**config.mk**
```make
export PLATFORM = sky130hd
export DESIGN_NAME = axi_read_arbiter_flat
export DESIGN_NICKNAME = d
export VERILOG_FILES = /design/src/rtl/axi_read_arbiter_if.sv /design/src/rtl/axi_read_arbiter.sv /design/src/flat_wrapper.sv
export SDC_FILE = /design/constraint.sdc
export NUM_CORES = 1
export LEC_CHECK = 0
export CELL_PAD_IN_SITES_DETAIL_PLACEMENT = 0
export CELL_PAD_IN_SITES_GLOBAL_PLACEMENT = 1
export CORE_MARGIN = 5
export CORE_UTILIZATION = 18
export CTS_BUF_LIST = sky130_fd_sc_hd__clkbuf_4 sky130_fd_sc_hd__clkbuf_8 sky130_fd_sc_hd__clkbuf_16
export DETAILED_ROUTE_END_ITERATION = 10
export MAX_ROUTING_LAYER = met4
export PLACE_DENSITY = 0.87
export SLEW_MARGIN = 20
export SYNTH_ARGS = -nofsm -noshare
export SYNTH_HDL_FRONTEND = slang
export SYNTH_SLANG_ARGS = --single-unit
```
**constraint.sdc**
```tcl
create_clock -name ACLK -period 2.6 [get_ports ACLK]
set_input_delay 0.78 -clock ACLK [delete_from_list [all_inputs] [get_ports ACLK]]
set_output_delay 0.78 -clock ACLK [all_outputs]
set_load 0.005 [all_outputs]
```
**src/rtl/axi_read_arbiter_if.sv**
```systemverilog
`default_nettype none
// ============================================================================
//  Module      : axi_read_arbiter_if
//  Description : Request, handshake and select bundle for the two-master AXI read arbiter.
//  Revision    : 1.0 - initial release
// ============================================================================
interface axi_read_arbiter_if #(
    parameter int unsigned SEL_W = 4
);
    logic             ARVALID_M0;
    logic [31:0]      ARADDR_M0;
    logic             ARVALID_M1;
    logic [31:0]      ARADDR_M1;
    logic             ARREADY_M0;
    logic             ARREADY_M1;
    logic             RVALID_M0;
    logic             RREADY_M0;
    logic             RLAST_M0;
    logic             RVALID_M1;
    logic             RREADY_M1;
    logic             RLAST_M1;
    logic [SEL_W-1:0] AR_arbiter;
    logic [SEL_W-1:0] R_arbiter;
    logic             ar_decerr;

    // master: the interconnect side that raises requests and consumes the selects
    modport master (
        output ARVALID_M0, ARADDR_M0, ARVALID_M1, ARADDR_M1,
        output ARREADY_M0, ARREADY_M1,
        output RVALID_M0, RREADY_M0, RLAST_M0,
        output RVALID_M1, RREADY_M1, RLAST_M1,
        input  AR_arbiter, R_arbiter, ar_decerr
    );

    // slave: the arbiter itself
    modport slave (
        input  ARVALID_M0, ARADDR_M0, ARVALID_M1, ARADDR_M1,
        input  ARREADY_M0, ARREADY_M1,
        input  RVALID_M0, RREADY_M0, RLAST_M0,
        input  RVALID_M1, RREADY_M1, RLAST_M1,
        output AR_arbiter, R_arbiter, ar_decerr
    );
endinterface
`default_nettype wire

```
**src/rtl/axi_read_arbiter.sv**
```systemverilog
`default_nettype none
// ============================================================================
//  Module      : axi_read_arbiter
//  Description : Round-robin two-master AXI read arbiter with address decode;
//                one outstanding read, grant held through the RLAST beat.
//  Revision    : 1.0 - initial release
// ============================================================================
module axi_read_arbiter #(
    parameter int unsigned      SEL_W    = 4,
    parameter logic [SEL_W-1:0] IDLE_SEL = {SEL_W{1'b1}}
) (
    input  wire logic         ACLK,
    input  wire logic         ARESETn,
    axi_read_arbiter_if.slave bus
);
    localparam logic [1:0] c_IDLE = 2'd0;
    localparam logic [1:0] c_ADDR = 2'd1;
    localparam logic [1:0] c_DATA = 2'd2;
    localparam logic [2:0] c_SLV_DEFAULT = 3'd6;

    logic [1:0]       state_q, state_d;
    logic [SEL_W-1:0] sel_q, sel_d;
    logic             rr_last_q, rr_last_d;
    logic [SEL_W-1:0] ar_sel_q, ar_sel_d;
    logic [SEL_W-1:0] r_sel_q, r_sel_d;
    logic             decerr_q, decerr_d;

    function automatic logic [2:0] decode(input logic [31:0] addr);
        logic [2:0] slv;
        if (addr <= 32'h0000_FFFF)                              slv = 3'd0;
        else if (addr >= 32'h0001_0000 && addr <= 32'h0001_FFFF) slv = 3'd1;
        else if (addr >= 32'h0002_0000 && addr <= 32'h0002_FFFF) slv = 3'd2;
        else if (addr >= 32'h1000_0000 && addr <= 32'h1000_03FF) slv = 3'd3;
        else if (addr >= 32'h1001_0000 && addr <= 32'h1001_FFFF) slv = 3'd4;
        else if (addr >= 32'h2000_0000 && addr <= 32'h201F_FFFF) slv = 3'd5;
        else                                                     slv = c_SLV_DEFAULT;
        return slv;
    endfunction

    // Tie goes to the master that did not finish the previous burst
    logic             w_pick_m1;
    logic [2:0]       w_cand_slv;
    logic [SEL_W-1:0] w_cand_sel;
    assign w_pick_m1  = bus.ARVALID_M1 & (~bus.ARVALID_M0 | ~rr_last_q);
    assign w_cand_slv = decode(w_pick_m1 ? bus.ARADDR_M1 : bus.ARADDR_M0);
    assign w_cand_sel = SEL_W'({w_pick_m1, w_cand_slv});

    logic w_gnt;
    logic w_arvalid_g, w_arready_g, w_rvalid_g, w_rready_g, w_rlast_g;
    assign w_gnt       = sel_q[SEL_W-1];
    assign w_arvalid_g = w_gnt ? bus.ARVALID_M1 : bus.ARVALID_M0;
    assign w_arready_g = w_gnt ? bus.ARREADY_M1 : bus.ARREADY_M0;
    assign w_rvalid_g  = w_gnt ? bus.RVALID_M1  : bus.RVALID_M0;
    assign w_rready_g  = w_gnt ? bus.RREADY_M1  : bus.RREADY_M0;
    assign w_rlast_g   = w_gnt ? bus.RLAST_M1   : bus.RLAST_M0;

    always_ff @(posedge ACLK) begin
        if (!ARESETn) begin
            state_q   <= c_IDLE;
            sel_q     <= IDLE_SEL;
            rr_last_q <= 1'b1;
            ar_sel_q  <= IDLE_SEL;
            r_sel_q   <= IDLE_SEL;
            decerr_q  <= 1'b0;
        end else begin
            state_q   <= state_d;
            sel_q     <= sel_d;
            rr_last_q <= rr_last_d;
            ar_sel_q  <= ar_sel_d;
            r_sel_q   <= r_sel_d;
            decerr_q  <= decerr_d;
        end
    end

    always_comb begin
        state_d   = state_q;
        sel_d     = sel_q;
        rr_last_d = rr_last_q;
        case (state_q)
            c_IDLE: begin
                if (bus.ARVALID_M0 || bus.ARVALID_M1) begin
                    sel_d   = w_cand_sel;
                    state_d = c_ADDR;
                end
            end
            c_ADDR: begin
                if (w_arvalid_g && w_arready_g) state_d = c_DATA;
            end
            c_DATA: begin
                if (w_rvalid_g && w_rready_g && w_rlast_g) begin
                    state_d   = c_IDLE;
                    rr_last_d = w_gnt;
                end
            end
            default: state_d = c_IDLE;
        endcase
    end

    // Outputs are computed from next state so they leave the flops aligned with the state
    always_comb begin
        ar_sel_d = (state_d == c_ADDR) ? sel_d : IDLE_SEL;
        r_sel_d  = (state_d == c_DATA) ? sel_d : IDLE_SEL;
        decerr_d = (state_q == c_IDLE) && (state_d == c_ADDR) && (sel_d[2:0] == c_SLV_DEFAULT);
    end

    assign bus.AR_arbiter = ar_sel_q;
    assign bus.R_arbiter  = r_sel_q;
    assign bus.ar_decerr  = decerr_q;
endmodule
`default_nettype wire

```
**src/flat_wrapper.sv**
```systemverilog
// flat-port wrapper written by rule: the top's interface ports become plain ports
module axi_read_arbiter_flat 
#(
    parameter int unsigned      SEL_W    = 4,
    parameter logic [SEL_W-1:0] IDLE_SEL = {SEL_W{1'b1}}
)
  (ACLK, ARESETn, bus_ARVALID_M0, bus_ARADDR_M0, bus_ARVALID_M1, bus_ARADDR_M1, bus_ARREADY_M0, bus_ARREADY_M1, bus_RVALID_M0, bus_RREADY_M0, bus_RLAST_M0, bus_RVALID_M1, bus_RREADY_M1, bus_RLAST_M1, bus_AR_arbiter, bus_R_arbiter, bus_ar_decerr);
  axi_read_arbiter_if #(.SEL_W(SEL_W)) bus_i ();
  input  wire logic ACLK;
  input  wire logic ARESETn;
  input wire logic [$bits(bus_i.ARVALID_M0)-1:0] bus_ARVALID_M0;
  input wire logic [$bits(bus_i.ARADDR_M0)-1:0] bus_ARADDR_M0;
  input wire logic [$bits(bus_i.ARVALID_M1)-1:0] bus_ARVALID_M1;
  input wire logic [$bits(bus_i.ARADDR_M1)-1:0] bus_ARADDR_M1;
  input wire logic [$bits(bus_i.ARREADY_M0)-1:0] bus_ARREADY_M0;
  input wire logic [$bits(bus_i.ARREADY_M1)-1:0] bus_ARREADY_M1;
  input wire logic [$bits(bus_i.RVALID_M0)-1:0] bus_RVALID_M0;
  input wire logic [$bits(bus_i.RREADY_M0)-1:0] bus_RREADY_M0;
  input wire logic [$bits(bus_i.RLAST_M0)-1:0] bus_RLAST_M0;
  input wire logic [$bits(bus_i.RVALID_M1)-1:0] bus_RVALID_M1;
  input wire logic [$bits(bus_i.RREADY_M1)-1:0] bus_RREADY_M1;
  input wire logic [$bits(bus_i.RLAST_M1)-1:0] bus_RLAST_M1;
  output wire logic [$bits(bus_i.AR_arbiter)-1:0] bus_AR_arbiter;
  output wire logic [$bits(bus_i.R_arbiter)-1:0] bus_R_arbiter;
  output wire logic [$bits(bus_i.ar_decerr)-1:0] bus_ar_decerr;
  assign bus_i.ARVALID_M0 = bus_ARVALID_M0;
  assign bus_i.ARADDR_M0 = bus_ARADDR_M0;
  assign bus_i.ARVALID_M1 = bus_ARVALID_M1;
  assign bus_i.ARADDR_M1 = bus_ARADDR_M1;
  assign bus_i.ARREADY_M0 = bus_ARREADY_M0;
  assign bus_i.ARREADY_M1 = bus_ARREADY_M1;
  assign bus_i.RVALID_M0 = bus_RVALID_M0;
  assign bus_i.RREADY_M0 = bus_RREADY_M0;
  assign bus_i.RLAST_M0 = bus_RLAST_M0;
  assign bus_i.RVALID_M1 = bus_RVALID_M1;
  assign bus_i.RREADY_M1 = bus_RREADY_M1;
  assign bus_i.RLAST_M1 = bus_RLAST_M1;
  assign bus_AR_arbiter = bus_i.AR_arbiter;
  assign bus_R_arbiter = bus_i.R_arbiter;
  assign bus_ar_decerr = bus_i.ar_decerr;
  axi_read_arbiter #(.SEL_W(SEL_W), .IDLE_SEL(IDLE_SEL)) u_core (.ACLK(ACLK), .ARESETn(ARESETn), .bus(bus_i));
endmodule
```
# After elaboration in Yosys (flattened, before gate mapping)
# Index checks and enable logic that the tools add are counted.
[totals] register_bits=16 wordCells=59 inputBits=76
[classes] order_cmp=11 bitwise_logic=4 n_reduce_logical=15 eq_ne=5 muxes=18
[ops] operator="$ge 32x29->1 const B" n=2
[ops] operator="$le 32x29->1 const B" n=2
[ops] operator="$ge 32x17->1 const B" n=1
[ops] operator="$ge 32x18->1 const B" n=1
[ops] operator="$ge 32x30->1 const B" n=1
[ops] operator="$le 32x16->1 const B" n=1
[ops] operator="$le 32x17->1 const B" n=1
[ops] operator="$le 32x18->1 const B" n=1
[ops] operator="$le 32x30->1 const B" n=1
[ops] operator="$mux 32" n=1
[ops] operator="$mux 3" n=5
[ops] operator="$logic_and 1x1->1" n=10
[ops] operator="$mux 2" n=4
[ops] operator="$mux 4" n=2
[ops] operator="$pmux 2 s3" n=1
[ops] operator="$reduce_and 2->1" n=3
[ops] operator="$mux 1" n=5
[ops] operator="$eq 2x1->1 const B" n=2
[ops] operator="$eq 2x2->1 const B" n=2
[ops] operator="$eq 3x3->1 const B" n=1
[ops] operator="$logic_not 2->1" n=1
[ops] operator="$not 1->1" n=2
[ops] operator="$and 1x1->1" n=1
[ops] operator="$logic_or 1x1->1" n=1
[ops] operator="$or 1x1->1" n=1

# Depth between registers and ports, before layout
# Gate-level depths: netlist (run 1).
[depth] depth_word=16 depth_mapped=6 mapped_depth_nobuf=5

# Worst setup path before layout (run 1)
# Ideal clock, no wire load.
[synth_timing] path_type="input -> register" start="input port bus_ARADDR_M0[11]" end="register u_core.r_sel_q[2], in the netlist u_core.bus.R_arbiter[2]" required_time_ps=2475 stages=5 arrival_time_ps=2226 setup_time_ps=125 path_slack_ps=249 n_path_buf=0 cell_sequence="or4_1 > o311ai_0 > o2111ai_1 > a221oi_2 > nand2_1"
[synth_via] elab_chain_len=9 word_cells_on_any_way=17 classes_between="7 x order compare; 7 x mux; 3 x reduce/logical"
[synth_lines] element="from (decl)" line_no="flat_wrapper.sv:12" text="input wire logic [$bits(bus_i.ARADDR_M0)-1:0] bus_ARADDR_M0;"
[synth_lines] element="$mux 32 (*)" line_no="axi_read_arbiter.sv:45" text="assign w_cand_slv = decode(w_pick_m1 ? bus.ARADDR_M1 : bus.ARADDR_M0);"
[synth_lines] element="$ge 32x29->1 or $le 32x29->1 (tied branches)" line_no="axi_read_arbiter.sv:33" text="else if (addr >= 32'h1000_0000 && addr <= 32'h1000_03FF) slv = 3'd3;"
[synth_lines] element="$logic_and 1x1->1" line_no="axi_read_arbiter.sv:33"
[synth_lines] element="$mux 3" line_no="axi_read_arbiter.sv:33"
[synth_lines] element="$mux 3" line_no="axi_read_arbiter.sv:32" text="else if (addr >= 32'h0002_0000 && addr <= 32'h0002_FFFF) slv = 3'd2;"
[synth_lines] element="$mux 3" line_no="axi_read_arbiter.sv:31" text="else if (addr >= 32'h0001_0000 && addr <= 32'h0001_FFFF) slv = 3'd1;"
[synth_lines] element="$mux 3 (*)" line_no="axi_read_arbiter.sv:30" text="if (addr <= 32'h0000_FFFF) slv = 3'd0;"
[synth_lines] element="$mux 4 (*)" line_no="axi_read_arbiter.sv:81" text="if (bus.ARVALID_M0 || bus.ARVALID_M1) begin"
[synth_lines] element="$mux 4 (*)" line_no="axi_read_arbiter.sv:79" text="case (state_q)"
[synth_lines] element="to (signal assigned)" line_no="axi_read_arbiter.sv:70" text="r_sel_q <= r_sel_d;"
[synth_lines] element="to (decl)" line_no="axi_read_arbiter.sv:25" text="logic [SEL_W-1:0] r_sel_q, r_sel_d;"
# Every way passes the cells marked *; elsewhere a longest branch is shown, timed or not.
# A chain may end at the register's enable or synchronous reset.

# Final worst setup path (run 1)
[layout_timing] start="input port bus_ARADDR_M0[15]" end="register u_core.sel_q[2]"
[layout_via] elab_chain_len=9 word_cells_on_any_way=17 classes_between="7 x order compare; 7 x mux; 3 x reduce/logical"
[layout_lines] element="$mux 32 (*)" line_no="axi_read_arbiter.sv:45"
[layout_lines] element="$ge 32x29->1 or $le 32x29->1 (tied branches)" line_no="axi_read_arbiter.sv:33"
[layout_lines] element="$logic_and 1x1->1" line_no="axi_read_arbiter.sv:33"
[layout_lines] element="$mux 3" line_no="axi_read_arbiter.sv:33"
[layout_lines] element="$mux 3" line_no="axi_read_arbiter.sv:32"
[layout_lines] element="$mux 3" line_no="axi_read_arbiter.sv:31"
[layout_lines] element="$mux 3 (*)" line_no="axi_read_arbiter.sv:30"
[layout_lines] element="$mux 4 (*)" line_no="axi_read_arbiter.sv:81"
[layout_lines] element="$mux 4 (*)" line_no="axi_read_arbiter.sv:79"
[layout_lines] element="to (signal assigned)" line_no="axi_read_arbiter.sv:67" text="sel_q <= sel_d;"
[layout_lines] element="to (decl)" line_no="axi_read_arbiter.sv:22" text="logic [SEL_W-1:0] sel_q, sel_d;"
# Marks and branches as above.

==> reports/metrics.yaml, run 1 <==
boundaryPins: 85
drc: 0
slew_headroom: 0.651
yosysSeqAreaShare: 0.383
io_buffers: 64
viasPerCell: 4.64
slowest_stage: "or4_1"
period_needed_ps: 2510
arrival_ps: 2640
grt_overflow: 0
drive_above_1_share: 0.154
pwr-share-seq: 0.398
setup_viol: 0
die_w_um: 78.1
post-route-period-util: 0.965
chipHeight_um: 78.1
max_stage_delay_ps: 470
hold_path_depth: 2
rows: 24
post_synth_num_cell_types: 38
ir_drop_uv: 201
synth_edf_count: 0
synth_nets: 172
drv_cap: 0
die-area_um2: 6110
async_reset_ff_frac: 0
crit_top_cell: "buf_4"
worst_clock_skew_ps: 1.78
num-nets-final: 252
ctsHoldBuffers: 0
gp_congestion: 0.718
firstDrtPassIters: 4
avgSynthCellArea_um2: 8.71
drv_slew: 0
max_clock_freq_mhz: 399
antenna_found_initial: 0
fillers: 450
grt_max_degree: 10
grt_pass1_wl_mm: 4.80
drtIter0Drc: 50
ant_nets: 0
wl_mm: 2.86
cts-root-buf: "clkbuf_8"
status: "complete, no violations"
switchingPower_mw: 0.153
crit_chain: "clkdlybuf4s50_1, or4_1, o311ai_1, buf_4, o2111ai_2, a221oi_2, buf_4, nand2_2"
clk_latency_ps: 250
areaGrowthSynthToFinish_pct: 105
tightest_slew_ps: 518
power_density_nw_per_um2: 394
clock-sinks: 16
clockBufferDepth: 2
cp.required_ps: 2730
hold_violations: 0
total_leakage_power_nw: 0.631
wl_per_cell_um: 12.6
yosys_warnings: 0
p_clk_frac: 0.319
critical_path_buf_inv_count: 3
criticalPathCategory: "primary input to register"
cp.depth: 8
path_delay_family: "buffers and inverters"
r2r.worst_path.cells: 6
grt_pass1_vias: 1093
vias: 1053
synthFlopType: "dfxtp_1"
cts_made_buffers: 3
whs_ps: 501
cts_tree: "built"
syn-cell-area_um2: 836
post_dp_cell_area_um2: 1610
syn_inst: 96
power_frac_comb: 0.283
final-seq-area_um2: 320
synth_seq_cells: 16
internal_power_mw: 0.522
dp_hpwl_mm: 2.48
n_antenna_cell: 0
swShare: 0.227
min_path_type: "register to register"
cp_max_fo: 4
multiInputGateArea_um2: 539
clk_pin_slew_ps: 60
core_area_um2: 4440
cts_htree_levels: 1
design_area_um2: 1720
start_kind: "primary input"
endpoint_kind: "register"
start_util: 0.188
track_usage: 0.0995
[final cells by class]
type	count	share of cell area
multi-input cells	79	0.314
flip-flops and latches	16	0.187
repair buffers	76	0.429
clock buffers	4	0.0321
well taps	52	0.0379
[logic make-up after synthesis]
group / Yosys count / synth area share
compound gates: 29 / 0.262
flops: 16 / 0.383
mux: 1 / 0.0120
simple gates: 49 / 0.329
buf+inv: 1 / 0.0135
[timing repair]
action | 4_1_cts | 5_1_grt
setup endpoints to repair | 7 | 9
buffers inserted | 1 | 0
pin swaps | 2 | 4
resized for setup | 2 | 9
[Yosys cell counts (2+ instances only)]
library cell  count  area share
nor4_1            3       0.022
and2_1            2       0.015
nor2_1            6       0.027
a31oi_1           2       0.015
nand3b_1          2       0.018
or4_1             2       0.018
dfxtp_1          16        0.38
nor3_1            6       0.036
o211ai_1          4       0.036
a21boi_0          2       0.018
and3b_1           2       0.021
nand2_1          14       0.063
nand4_1           2       0.015
nand3_1           2       0.012
o21a_1            2       0.018
o21ai_0           7       0.042
[flip-flops by register name (all words and copies together) (netlist names)]
| name | flops |
|---|---|
| u_core.bus.R_arbiter | 4 |
| u_core.state_q | 2 |
| u_core.bus.ar_decerr | 1 |
| u_core.sel_q | 4 |
| u_core.bus.AR_arbiter | 4 |
| u_core.rr_last_q | 1 |
[worst paths after layout]
| check | from | slack [ps] | end |
|---|---|---|---|
| hold reg to reg | u_core.sel_q[0] | 500 | u_core.bus.R_arbiter[0] |
| hold / removal | u_core.sel_q[0] | 500 | u_core.bus.R_arbiter[0] |
| setup reg to reg | u_core.rr_last_q | 810 | u_core.sel_q[2] |
| setup / recovery | bus_ARADDR_M0[15] | 90 | u_core.sel_q[2] |
[through the flow]
| stage | std cells | power [mW] | setup slack, ps | setup TNS, ps | util |
|---|---|---|---|---|---|
| after CTS | 227 | 0.680 | 8.30 | 0 | 0.378 |
| after global placement | 222 | 0.458 | -288 | -2310 | 0.363 |
| after detailed placement | 222 | 0.459 | -306 | -2540 | 0.363 |
| after floorplan | 96 | 0.330 | 249 | 0 | - |
| after global routing | 227 | 0.713 | -1.71 | -1.71 | 0.386 |
| final | 227 | 0.675 | 91.8 | 0 | 0.386 |
[worst register-to-register path: cells and delay by family (launching register included)]
kind,cells,cell delay (ps)
compound gates,3,720
buf+inv,1,160
simple gates,2,460
flops,1,330
[power by group through the flow]
| stage | combinational, mW | clock [mW] | sequential [mW] |
|---|---|---|---|
| after global placement | 0.185 | 0 | 0.273 |
| after floorplan | 0.0566 | 0 | 0.273 |
| after detailed placement | 0.185 | 0 | 0.273 |
| after global routing | 0.209 | 0.234 | 0.270 |
| final | 0.191 | 0.215 | 0.268 |
| after CTS | 0.190 | 0.222 | 0.268 |
[routing by layer]
layer  up-vias  part of all wire  wire length [um]  track usage
li1        539                 -                 -            -
met2        33              0.51              1450        0.171
met5         -                 0                 0            -
met4         0             0.017                48       0.0367
met1       477              0.40              1150        0.110
met3         4             0.073               208       0.0275
[placed cells by master (no fill, tap or decap), drive strengths merged, types with 3 or more instances in the layout]
cell,instances
nand2,14
clkdlybuf4s50,62
o21ai,7
or4,3
clkbuf,4
nor4,3
nor3,6
o211ai,4
nor2,6
buf,12
dfxtp,16
Note: power is estimated with default switching activity, not from simulation.
==> inputs of run 2 (changes only) <==
HOLD_SLACK_MARGIN = 0.15   (was not set)
TNS_END_PERCENT = 20   (was not set)
==> run 2 against run 1 <==
Net effect: routed wire length increased by 0.21%; combinational power about the same; total power about the same; sequential power about the same; clock power about the same; maximum frequency decreased by 0.97%; flip-flop and latch count unchanged; critical path type unchanged; critical endpoint unchanged.
==> reports/metrics.yaml, run 2 (synthesis results as in run 1) <==
critical_path_buf_inv_count: 2
layout_commonest_cell: "clkdlybuf4s50_1"
slew_headroom: 0.651
io_buffers: 64
track_usage: 0.0995
met1_usage: 0.110
max_stage_delay_ps: 480
cts_made_buffers: 3
power.total_mw: 0.675
met3_usage: 0.0275
setup_viol: 0
boundaryPins: 85
wl_mm: 2.87
status: "complete, no violations"
cts-root-buf: "clkbuf_8"
internal_power_mw: 0.522
rows: 24
clockBufferDepth: 2
cts_htree_levels: 1
die_w_um: 78.1
firstDrtPassIters: 4
worst_clock_skew_ps: 1.77
areaGrowthSynthToFinish_pct: 104
endpoint_kind: "register"
cp.required_ps: 2730
max_clock_freq_mhz: 395
chipHeight_um: 78.1
power_frac_comb: 0.283
hold_violations: 0
drv_slew: 0
rsz0062_at_grt: "true"
cp_max_fo: 4
gp_congestion: 0.718
ir_drop_uv: 200
post-route-period-util: 0.974
p_clk_frac: 0.319
slowest_stage: "clkdlybuf4s50_1"
switchingPower_mw: 0.153
layout_common_cells: "clkdlybuf4s50_1, dfxtp_1, nand2_1, buf_4"
core_area_um2: 4440
crit_chain: "clkdlybuf4s50_1, a21bo_1, or4_4, o311a_1, a221oi_2, buf_4, nand2_1"
path_delay_family: "compound AO/OA/AOI/OAI gates"
power_density_nw_per_um2: 397
dp_hpwl_mm: 2.48
antenna_found_initial: 0
top_usage_layer: "met2"
tightest_slew_ps: 518
swShare: 0.227
grt_use_met2: 0.171
min_path_type: "register to register"
fillers: 455
start_util: 0.188
grt_max_degree: 10
period_needed_ps: 2530
die-area_um2: 6110
vias: 1053
start_kind: "primary input"
drive_above_1_share: 0.143
drtIter0Drc: 50
cts_tree: "built"
ctsHoldBuffers: 0
clk_latency_ps: 250
criticalPathCategory: "primary input to register"
grt_pass1_wl_mm: 4.80
grt_pass1_vias: 1093
post_dp_cell_area_um2: 1610
pwr-share-seq: 0.398
design_area_um2: 1700
drc: 0
n_antenna_cell: 0
preCtsSetupSlack_ps: -306
wl_per_cell_um: 12.6
viasPerCell: 4.64
setup_slack_ps: 67.1
drv_cap: 0
total_leakage_power_nw: 0.612
ant_nets: 0
clock-sinks: 16
grt_overflow: 0
num-nets-final: 252
arrival_ps: 2660
clk_pin_slew_ps: 60
run 2: cell types whose count changed in the layout (fill, tap and decap cells not counted), sizes merged:
| cell | before | now |
|---|---|---|
| dlymetal6s2s | 2 | 0 |
| clkdlybuf4s50 | 62 | 64 |
run 2: layer usage:
metal	up-vias	wire length (um)
li1	539	-
met1	477	1160
met2	33	1450
met3	4	208
met4	0	48
met5	-	0
run 2: power groups by stage:
stage          sequential [mW]  combinational [mW]  clock, mW
3_5_place_dp             0.273               0.185          0
2_1_floorplan            0.273              0.0566          0
4_1_cts                  0.268               0.190      0.222
6_report                 0.268               0.191      0.215
5_1_grt                  0.270               0.208      0.234
3_3_place_gp             0.273               0.185          0
run 2: timing repair:
| item | 4_1_cts | 5_1_grt |
|---|---|---|
| buffers inserted | 1 | 0 |
| gates resized for setup | 2 | 5 |
| cloned | 0 | 0 |
| endpoints found under the setup margin | 7 | 9 |
| pin swaps | 2 | 1 |
run 2: worst register-to-register path, cell delays in order, from the launching register on:
cell and delay, ps:
dfxtp_1 330, a21bo_1 200, or4_4 430, o311a_1 310, a221oi_2 230, buf_4 160, nand2_1 50
run 2: cell type report:
type	instances	area, um2	area share
timing repair buffer	76	731	0.429
tap	52	65.1	0.0382
sequential	16	320	0.188
multi-input combinational	79	531	0.312
clock buffer	4	55.1	0.0324
run 2: worst paths after layout:
path	startpoint	to	slack (ps)	depth (start not counted)
worst min-delay path	u_core.sel_q[0]	u_core.bus.R_arbiter[0]	500	2
worst min register to register	u_core.sel_q[0]	u_core.bus.R_arbiter[0]	500	2
worst max register to register	u_core.rr_last_q	u_core.sel_q[2]	780	6
worst max-delay path	bus_ARVALID_M1	u_core.sel_q[2]	70	7
run 2: through the flow:
step	cells	util	setup TNS (ps)	hold slack (ps)
after floorplan	96	-	0	437
after detailed placement	222	0.363	-2540	484
after CTS	227	0.378	0	499
after global placement	222	0.363	-2310	466
after global routing	227	0.383	-15.8	518
final	227	0.383	0	501
